--- config.mk ---
export PLATFORM = sky130hd
export DESIGN_NAME = rasp_gpio_rx
export DESIGN_NICKNAME = d
export VERILOG_FILES = /design/src/rtl/rasp_gpio_rx.sv
export SDC_FILE = /design/constraint.sdc
export NUM_CORES = 1
export LEC_CHECK = 0
export BUFFER_PORTS_ARGS = -buffer_cell sky130_fd_sc_hd__buf_4
export CAP_MARGIN = 40
export CORE_MARGIN = 5
export CORE_UTILIZATION = 55
export CTS_BUF_LIST = sky130_fd_sc_hd__clkbuf_16
export DETAILED_ROUTE_END_ITERATION = 12
export GPL_TIMING_DRIVEN = 0
export HOLD_SLACK_MARGIN = 0.1
export PLACE_DENSITY = 0.85
export SLEW_MARGIN = 0
export SYNTH_ARGS = -nofsm -noshare
export SYNTH_HDL_FRONTEND = slang
export SYNTH_SLANG_ARGS = --single-unit
--- constraint.sdc ---
create_clock -name clk -period 2.9 [get_ports clk]
set_input_delay 0.435 -clock clk [delete_from_list [all_inputs] [get_ports clk]]
set_output_delay 0.435 -clock clk [all_outputs]
set_load 0.01 [all_outputs]
--- src/rtl/rasp_gpio_rx.sv ---
// Byte receiver for the Raspberry Pi GPIO link: synchronises the toggle-strobe bus,
// waits for the data pins to settle, buffers bytes in a FWFT FIFO and returns a toggle ack.
module rasp_gpio_rx #(
    parameter int DEPTH      = 4,
    parameter int SETTLE_CYC = 4
) (
    input  logic                     clk,
    input  logic                     lock,
    input  logic [7:0]               gpio_data_i,
    input  logic                     gpio_stb_i,
    output logic                     gpio_ack_o,
    output logic [7:0]               rx_data_o,
    output logic                     rx_valid_o,
    input  logic                     rx_ready_i,
    output logic [$clog2(DEPTH):0]   fifo_cnt_o,
    output logic                     err_o,
    input  logic                     clr_err_i
);

    localparam int AW = $clog2(DEPTH);
    localparam int CW = (SETTLE_CYC > 1) ? $clog2(SETTLE_CYC) : 1;

    typedef enum logic [1:0] {IDLE, SETTLE, PUSH} state_t;

    logic [7:0]    data_s1, data_s2;
    logic          stb_s1, stb_s2, stb_q;
    logic          tog;
    logic [1:0]    arm_cnt;
    logic          armed;
    state_t        state, state_nxt;
    logic [CW-1:0] settle_cnt, settle_nxt;
    logic          wr_en, pop, full, err_set;
    logic [AW-1:0] wr_ptr, rd_ptr;
    logic [AW:0]   fifo_cnt;
    logic [7:0]    mem [DEPTH];

    assign tog        = stb_s2 ^ stb_q;
    assign armed      = (arm_cnt == 2'd3);
    assign rx_valid_o = (fifo_cnt != '0);
    assign full       = (fifo_cnt == (AW+1)'(DEPTH));
    assign pop        = rx_valid_o && rx_ready_i;
    assign err_set    = tog && armed && (state != IDLE);
    assign fifo_cnt_o = fifo_cnt;
    assign rx_data_o  = rx_valid_o ? mem[rd_ptr] : 8'h00;

    // Synchroniser stage: pins into clk, plus the delayed strobe for edge detection
    always_ff @(posedge clk or negedge lock) begin
        if (!lock) begin
            data_s1 <= '0;
            data_s2 <= '0;
            stb_s1  <= 1'b0;
            stb_s2  <= 1'b0;
            stb_q   <= 1'b0;
        end else begin
            data_s1 <= gpio_data_i;
            data_s2 <= data_s1;
            stb_s1  <= gpio_stb_i;
            stb_s2  <= stb_s1;
            stb_q   <= stb_s2;
        end
    end

    // Arming adopts whatever strobe level the Pi holds at start-up as already acknowledged
    always_ff @(posedge clk or negedge lock) begin
        if (!lock) begin
            arm_cnt    <= '0;
            gpio_ack_o <= 1'b0;
        end else begin
            if (!armed) begin
                arm_cnt <= arm_cnt + 2'd1;
            end
            if (!armed && arm_cnt == 2'd2) begin
                gpio_ack_o <= stb_s2;
            end else if (wr_en) begin
                gpio_ack_o <= stb_q;
            end
        end
    end

    always_ff @(posedge clk or negedge lock) begin
        if (!lock) begin
            state      <= IDLE;
            settle_cnt <= '0;
            err_o      <= 1'b0;
        end else begin
            state      <= state_nxt;
            settle_cnt <= settle_nxt;
            if (err_set) begin
                err_o <= 1'b1;
            end else if (clr_err_i) begin
                err_o <= 1'b0;
            end
        end
    end

    always_comb begin
        state_nxt  = state;
        settle_nxt = settle_cnt;
        wr_en      = 1'b0;
        case (state)
            IDLE: begin
                if (tog && armed) begin
                    state_nxt  = SETTLE;
                    settle_nxt = '0;
                end
            end
            SETTLE: begin
                settle_nxt = settle_cnt + 1'b1;
                if (settle_cnt == CW'(SETTLE_CYC - 1)) begin
                    state_nxt = PUSH;
                end
            end
            PUSH: begin
                // Holding here withholds the ack, which is the Pi's only backpressure
                if (!full || pop) begin
                    wr_en     = 1'b1;
                    state_nxt = IDLE;
                end
            end
            default: state_nxt = IDLE;
        endcase
    end

    // FIFO stage: pointers and occupancy
    always_ff @(posedge clk or negedge lock) begin
        if (!lock) begin
            wr_ptr   <= '0;
            rd_ptr   <= '0;
            fifo_cnt <= '0;
        end else begin
            if (wr_en) begin
                wr_ptr <= wr_ptr + 1'b1;
            end
            if (pop) begin
                rd_ptr <= rd_ptr + 1'b1;
            end
            case ({wr_en, pop})
                2'b10:   fifo_cnt <= fifo_cnt + 1'b1;
                2'b01:   fifo_cnt <= fifo_cnt - 1'b1;
                default: fifo_cnt <= fifo_cnt;
            endcase
        end
    end

    always_ff @(posedge clk) begin
        if (wr_en) begin
            mem[wr_ptr] <= data_s2;
        end
    end

endmodule
==> results.toml, run 1 <==
[drt]
vias_per_cell = 5.45
drt_iter0_drc = 113
wl_per_cell_um = 17.3
vias = 1379
drt-total-wl_um = 4390
ant_nets = 0
drc = 0
dr.pass1.iters = 4

[floorplanning]
io_pins = 27
die_x_um = 78.3
die_y_um = 78.3
initial_core_util = 0.577
die_area_um2 = 6130
rows = 24
core_area_um2 = 4440

[clock_tree]
cts_resized = 0
path_clk_slew_ns = 0.05
h-tree-depth = 3
cts_root_buffer = "clkbuf_16"
cts_setup_buffers = 0
worstSkewPairLatency_ns = 0.32
cts_tree = "yes"
cts_buffers = 9
clockBufferDepth = 2
cts_num_sinks = 66
cts_hold_buf = 1

[sta]
hold_violations = 0
tns_ns = 0
rsz0062_at_grt = "false"
period_minus_slack_ns = 2.32
tightest_slew_ns = 0.600
slew_headroom = 0.600
fmax_mhz = 430
fin_ws_ns = 0.577
final_max_slew_viol_count = 0
fin_worst_skew_ns = 0.00564
setup_violations = 0
fin_crit_sh = 0.801

[critical_path]
slowest_stage = "dfrtp_1"
reg2regPathDepth = 8
critPathArrivalTime_ns = 1.89
setup.worst_path.class = "reg -> out"
critPathRequiredTime_ns = 2.47
crit_path_start_kind = "flop"
path_max_fanout = 10
slowest_delay_ns = 0.50
worstSetupEndpointType = "output port"
crit_chain = "or3_1 > clkbuf_1 > and2_1 > buf_4"

[finish]
syn2layout_area_growth_pct = 22.3
drive_above_1_share = 0.269
register_area_um2 = 1810
final_area_um2 = 3140
n_antenna_cell = 0
nFillCells = 280
multi_input_comb_area_um2 = 698
final_util = 0.706
layout_common_cells = "34 x dfrtp_1, 32 x edfxtp_1, 25 x buf_4"
final_common_cell = "dfrtp_1"
nNetsFinal = 217

[yosys]
ys_ff_latch = 66
ys_types = 29
synth_area_per_cell_um2 = 16.1
synth.top_cell.area_share = 0.374
ys_async_sr_fraction = 0.515
synthesis.nets = 180
synthCells = 159
ys_seq_area_frac = 0.706
ys.warnings.count = 0
synth_area_um2 = 2570
synth_edf_count = 32
ys_top_cells_by_area = "edfxtp_1 37%, dfrtp_1 33%, mux4_2 7.0%"
synth_top_cell_by_area = "edfxtp_1"
synthFlopType = "dfrtp_1"

[place]
hpwl_um = 2730
place_area_um2 = 2820
gp_congestion = 0.786
place_ws_ns = 0.684
port_buffers = 25

[power]
seqPwrFrac = 0.378
power_mw = 3.23
leakage_nw = 1.28
powerDensity_nw_per_um2 = 1030
swShare = 0.283
clock_power_share = 0.341
pwr-share-comb = 0.281
power.switching_mw = 0.913
vdd_drop_max_mv = 0.604
intPower_mw = 2.32

[global_routing]
grt_start_max_net_pins = 35
antenna_found_initial = 0
grt_pass1_wl_um = 7710
groute.usage.overall = 0.167
grt_overflow = 0
grt_pass1_vias = 1553

[flow_run]
drv_cap = 0

[hold_path]
min-delay-path-class = "in -> reg"
holdPathStages = 1

[status]
status = "complete, no violations"
==> metal layers <==
layer	global-route usage	routed length [um]
met5	0	0
met3	0.0618	215
met4	0.0612	72
met1	0.188	1700
met2	0.290	2390
==> cells by family after synthesis <==
family | after synthesis | synth area share
AOI/OAI and AO/OA | 16 | 0.0390
DFF | 66 | 0.706
and+or+nand+nor | 36 | 0.0785
muxes | 12 | 0.0887
xor gates and xnor gates | 7 | 0.0239
buffers and inverters | 14 | 0.0219
adders and majority gates | 8 | 0.0419
==> cell usage after synthesis (2+ instances only) <==
cell	number
o22ai_1	2
nand2_1	10
dfrtp_1	34
ha_1	7
o221ai_1	3
nand2b_1	2
a21oi_1	4
mux2_2	2
nand3_1	2
inv_1	9
nor2_1	5
buf_2	3
edfxtp_1	32
and2_1	12
mux4_2	8
xnor2_1	6
o21ai_0	5
clkbuf_1	2
==> sequential cells by signal, indices dropped and copies added, names as in the netlist <==
register and cells:
arm_cnt 2, data_s1 8, data_s2 8, err_o 1, fifo_cnt_o 3, gpio_ack_o 1
mem 32, rd_ptr 2, settle_cnt 2, state 2, stb_q 1, stb_s1 1
stb_s2 1, wr_ptr 2
==> final timing paths <==
check                               startpoint       endpoint  slack, ns
worst min register to register      data_s1[7]     data_s2[7]       0.35
min in group asynchronous                 lock     data_s1[1]       0.60
worst max register to register   fifo_cnt_o[1]  fifo_cnt_o[2]       0.59
worst min-delay path            gpio_data_i[2]     data_s1[2]       0.22
max in group asynchronous                 lock     data_s1[5]       1.99
worst max-delay path             fifo_cnt_o[1]   rx_data_o[0]       0.58
==> stage by stage <==
stage / hold WS [ns] / std cells
after floorplan: 0.139 / 159
after global placement: 0.332 / 236
after detailed placement: 0.336 / 236
after CTS: 0.212 / 253
after global routing: 0.206 / 253
final: 0.222 / 253
==> power by group through the flow <==
stage                     clock [mW]  sequential, mW  combinational (mW)
after floorplan                    0            1.22               0.575
after global placement             0            1.21               0.859
after detailed placement           0            1.23               0.905
after CTS                       1.12            1.22               0.920
after global routing            1.16            1.24                1.01
final                           1.10            1.22               0.907
==> worst max-delay path, delay by kind of cell (launching register included) <==
family                 cells  cell delay (ns)
AND/OR/NAND/NOR            2             0.68
flip-flops                 1             0.50
buffers and inverters      2             0.39
==> layout make-up <==
cell class / instances / share of cell area
sequential: 66 / 0.577
buffer: 5 / 0.00718
multi-input combinational: 79 / 0.222
clock buffer: 9 / 0.0718
timing repair buffer: 26 / 0.0630
inverter: 9 / 0.0108
clock inverter: 7 / 0.0267
tap: 52 / 0.0207
Note: power is estimated with default switching activity, not from simulation.
==> run 2: changes to the inputs <==
--- a/config.mk
+++ b/config.mk
@@ -8,7 +8,7 @@
 export BUFFER_PORTS_ARGS = -buffer_cell sky130_fd_sc_hd__buf_4
 export CAP_MARGIN = 40
 export CORE_MARGIN = 5
-export CORE_UTILIZATION = 55
+export CORE_UTILIZATION = 52
 export CTS_BUF_LIST = sky130_fd_sc_hd__clkbuf_16
 export DETAILED_ROUTE_END_ITERATION = 12
 export GPL_TIMING_DRIVEN = 0
==> constraint.sdc (replaced) <==
create_clock -name clk -period 2 [get_ports clk]
set_input_delay 0.3 -clock clk [delete_from_list [all_inputs] [get_ports clk]]
set_output_delay 0.3 -clock clk [all_outputs]
set_load 0.01 [all_outputs]
==> results.toml, run 2 (synthesis gave the netlist of run 1 again) <==
[status]
status = "complete, no violations"

[sta]
period_minus_slack_ns = 1.96
slew_headroom = 0.697
fin_crit_sh = 0.979
fin_worst_skew_ns = 0.00728
rsz0062_at_grt = "true"
tightest_slew_ns = 0.455
fmax_mhz = 511
setup_violations = 0
final_max_slew_viol_count = 0
hold_violations = 0

[critical_path]
slowest_delay_ns = 0.47
path_max_fanout = 4
cp_num_buf_inv = 2
crit_chain = "clkbuf_16 > mux4_2 > and2_1 > buf_4"
crit_path_start_kind = "flop"
critPathRequiredTime_ns = 1.70
critPathArrivalTime_ns = 1.66
worstSetupEndpointType = "output port"
critical-path-top-delay-family = "multiplexers"
slowest_stage = "mux4_2"
setup.worst_path.class = "reg -> out"

[finish]
layout_common_cells = "32 x edfxtp_1, 31 x dfrtp_1, 24 x buf_4"
largest_register_ffs = 32
n_antenna_cell = 0
nNetsFinal = 231
final_area_um2 = 3350
final_util = 0.704
top_register = "mem"
syn2layout_area_growth_pct = 30.4
drive_above_1_share = 0.326
final_common_cell = "edfxtp_1"
nFillCells = 296
largestRegisters = "mem x32, data_s1 x8, data_s2 x8"

[place]
port_buffers = 25
place_area_um2 = 2840
hpwl_um = 2610
gp_congestion = 0.740

[drt]
drt-total-wl_um = 4490
ant_nets = 0
vias_per_cell = 5.02
wl_per_cell_um = 15.9
drt_iter0_drc = 65
dr.pass1.iters = 4
vias = 1417
drc = 0

[clock_tree]
cts_num_sinks = 66
h-tree-depth = 3
cts_tree = "yes"
cts_buffers = 9
cts_root_buffer = "clkbuf_16"
clockBufferDepth = 2
worstSkewPairLatency_ns = 0.33
path_clk_slew_ns = 0.05

[floorplanning]
rows = 25
die_y_um = 80.3
core_area_um2 = 4750
initial_core_util = 0.540
die_x_um = 80.3
die_area_um2 = 6440
io_pins = 27

[global_routing]
grt_pass1_wl_um = 7270
grt_start_max_net_pins = 35
grt_pass1_vias = 1461
antenna_found_initial = 0
groute.usage.overall = 0.164
grt_overflow = 0

[power]
leakage_nw = 1.38
powerDensity_nw_per_um2 = 1460
vdd_drop_max_mv = 0.728

[hold_path]
min-delay-path-class = "in -> reg"

[flow_run]
drv_cap = 0
==> run 2: routing by layer <==
metal | up-vias | global-route usage | part of all wire
met5 | - | 0 | 0
met4 | 0 | 0.142 | 0.043
met3 | 14 | 0.0527 | 0.044
met1 | 691 | 0.186 | 0.40
li1 | 675 | - | -
met2 | 37 | 0.247 | 0.51
==> run 2: power by group <==
group	switching, mW	internal [mW]	leakage [nW]
registers	0.213	1.61	0.681
clock network	0.514	0.939	0.150
logic	0.651	0.963	0.552
==> run 2: what timing repair did <==
action	in CTS	in global routing
gates resized for setup	5	16
hold endpoints to repair	43	0
pin swaps	0	8
hold buffers	10	0
gates cloned	0	2
buffers inserted	0	5
endpoints found under the setup margin	11	10
==> run 2: path summary, 6_finish.rpt <==
path	startpoint	to	slack (ns)	cells past startpoint
worst min-delay path	clr_err_i	err_o	0.18	2
worst min register to register	data_s1[4]	data_s2[4]	0.34	0
worst max-delay path	rd_ptr[0]	rx_data_o[7]	0.04	4
min in group asynchronous	lock	data_s2[0]	0.46	2
worst max register to register	fifo_cnt_o[0]	fifo_cnt_o[1]	0.16	5
max in group asynchronous	lock	fifo_cnt_o[0]	1.21	2
==> run 2: cell type report <==
class                      count  area, um^2  area share
buffer                         3        30.0     0.00898
clock buffer                   9         225      0.0673
clock inverter                 7        55.1      0.0165
inverter                       9        33.8      0.0101
multi-input combinational     80         729       0.218
sequential                    66        1820       0.543
tap                           67        83.8      0.0251
timing repair buffer          41         373       0.111
==> run 2: stage by stage <==
step | worst slack (ns) | hold WS (ns) | total power, mW | setup TNS (ns) | std cells
2_1_floorplan | 0.0229 | 0.00441 | 2.60 | 0 | 159
3_3_place_gp | -0.152 | 0.269 | 3.02 | -0.186 | 251
3_5_place_dp | -0.223 | 0.275 | 3.08 | -0.405 | 251
4_1_cts | 0.000608 | 0.166 | 4.62 | 0 | 275
5_1_grt | -0.0110 | 0.168 | 5.16 | -0.0159 | 282
6_report | 0.0428 | 0.177 | 4.89 | 0 | 282
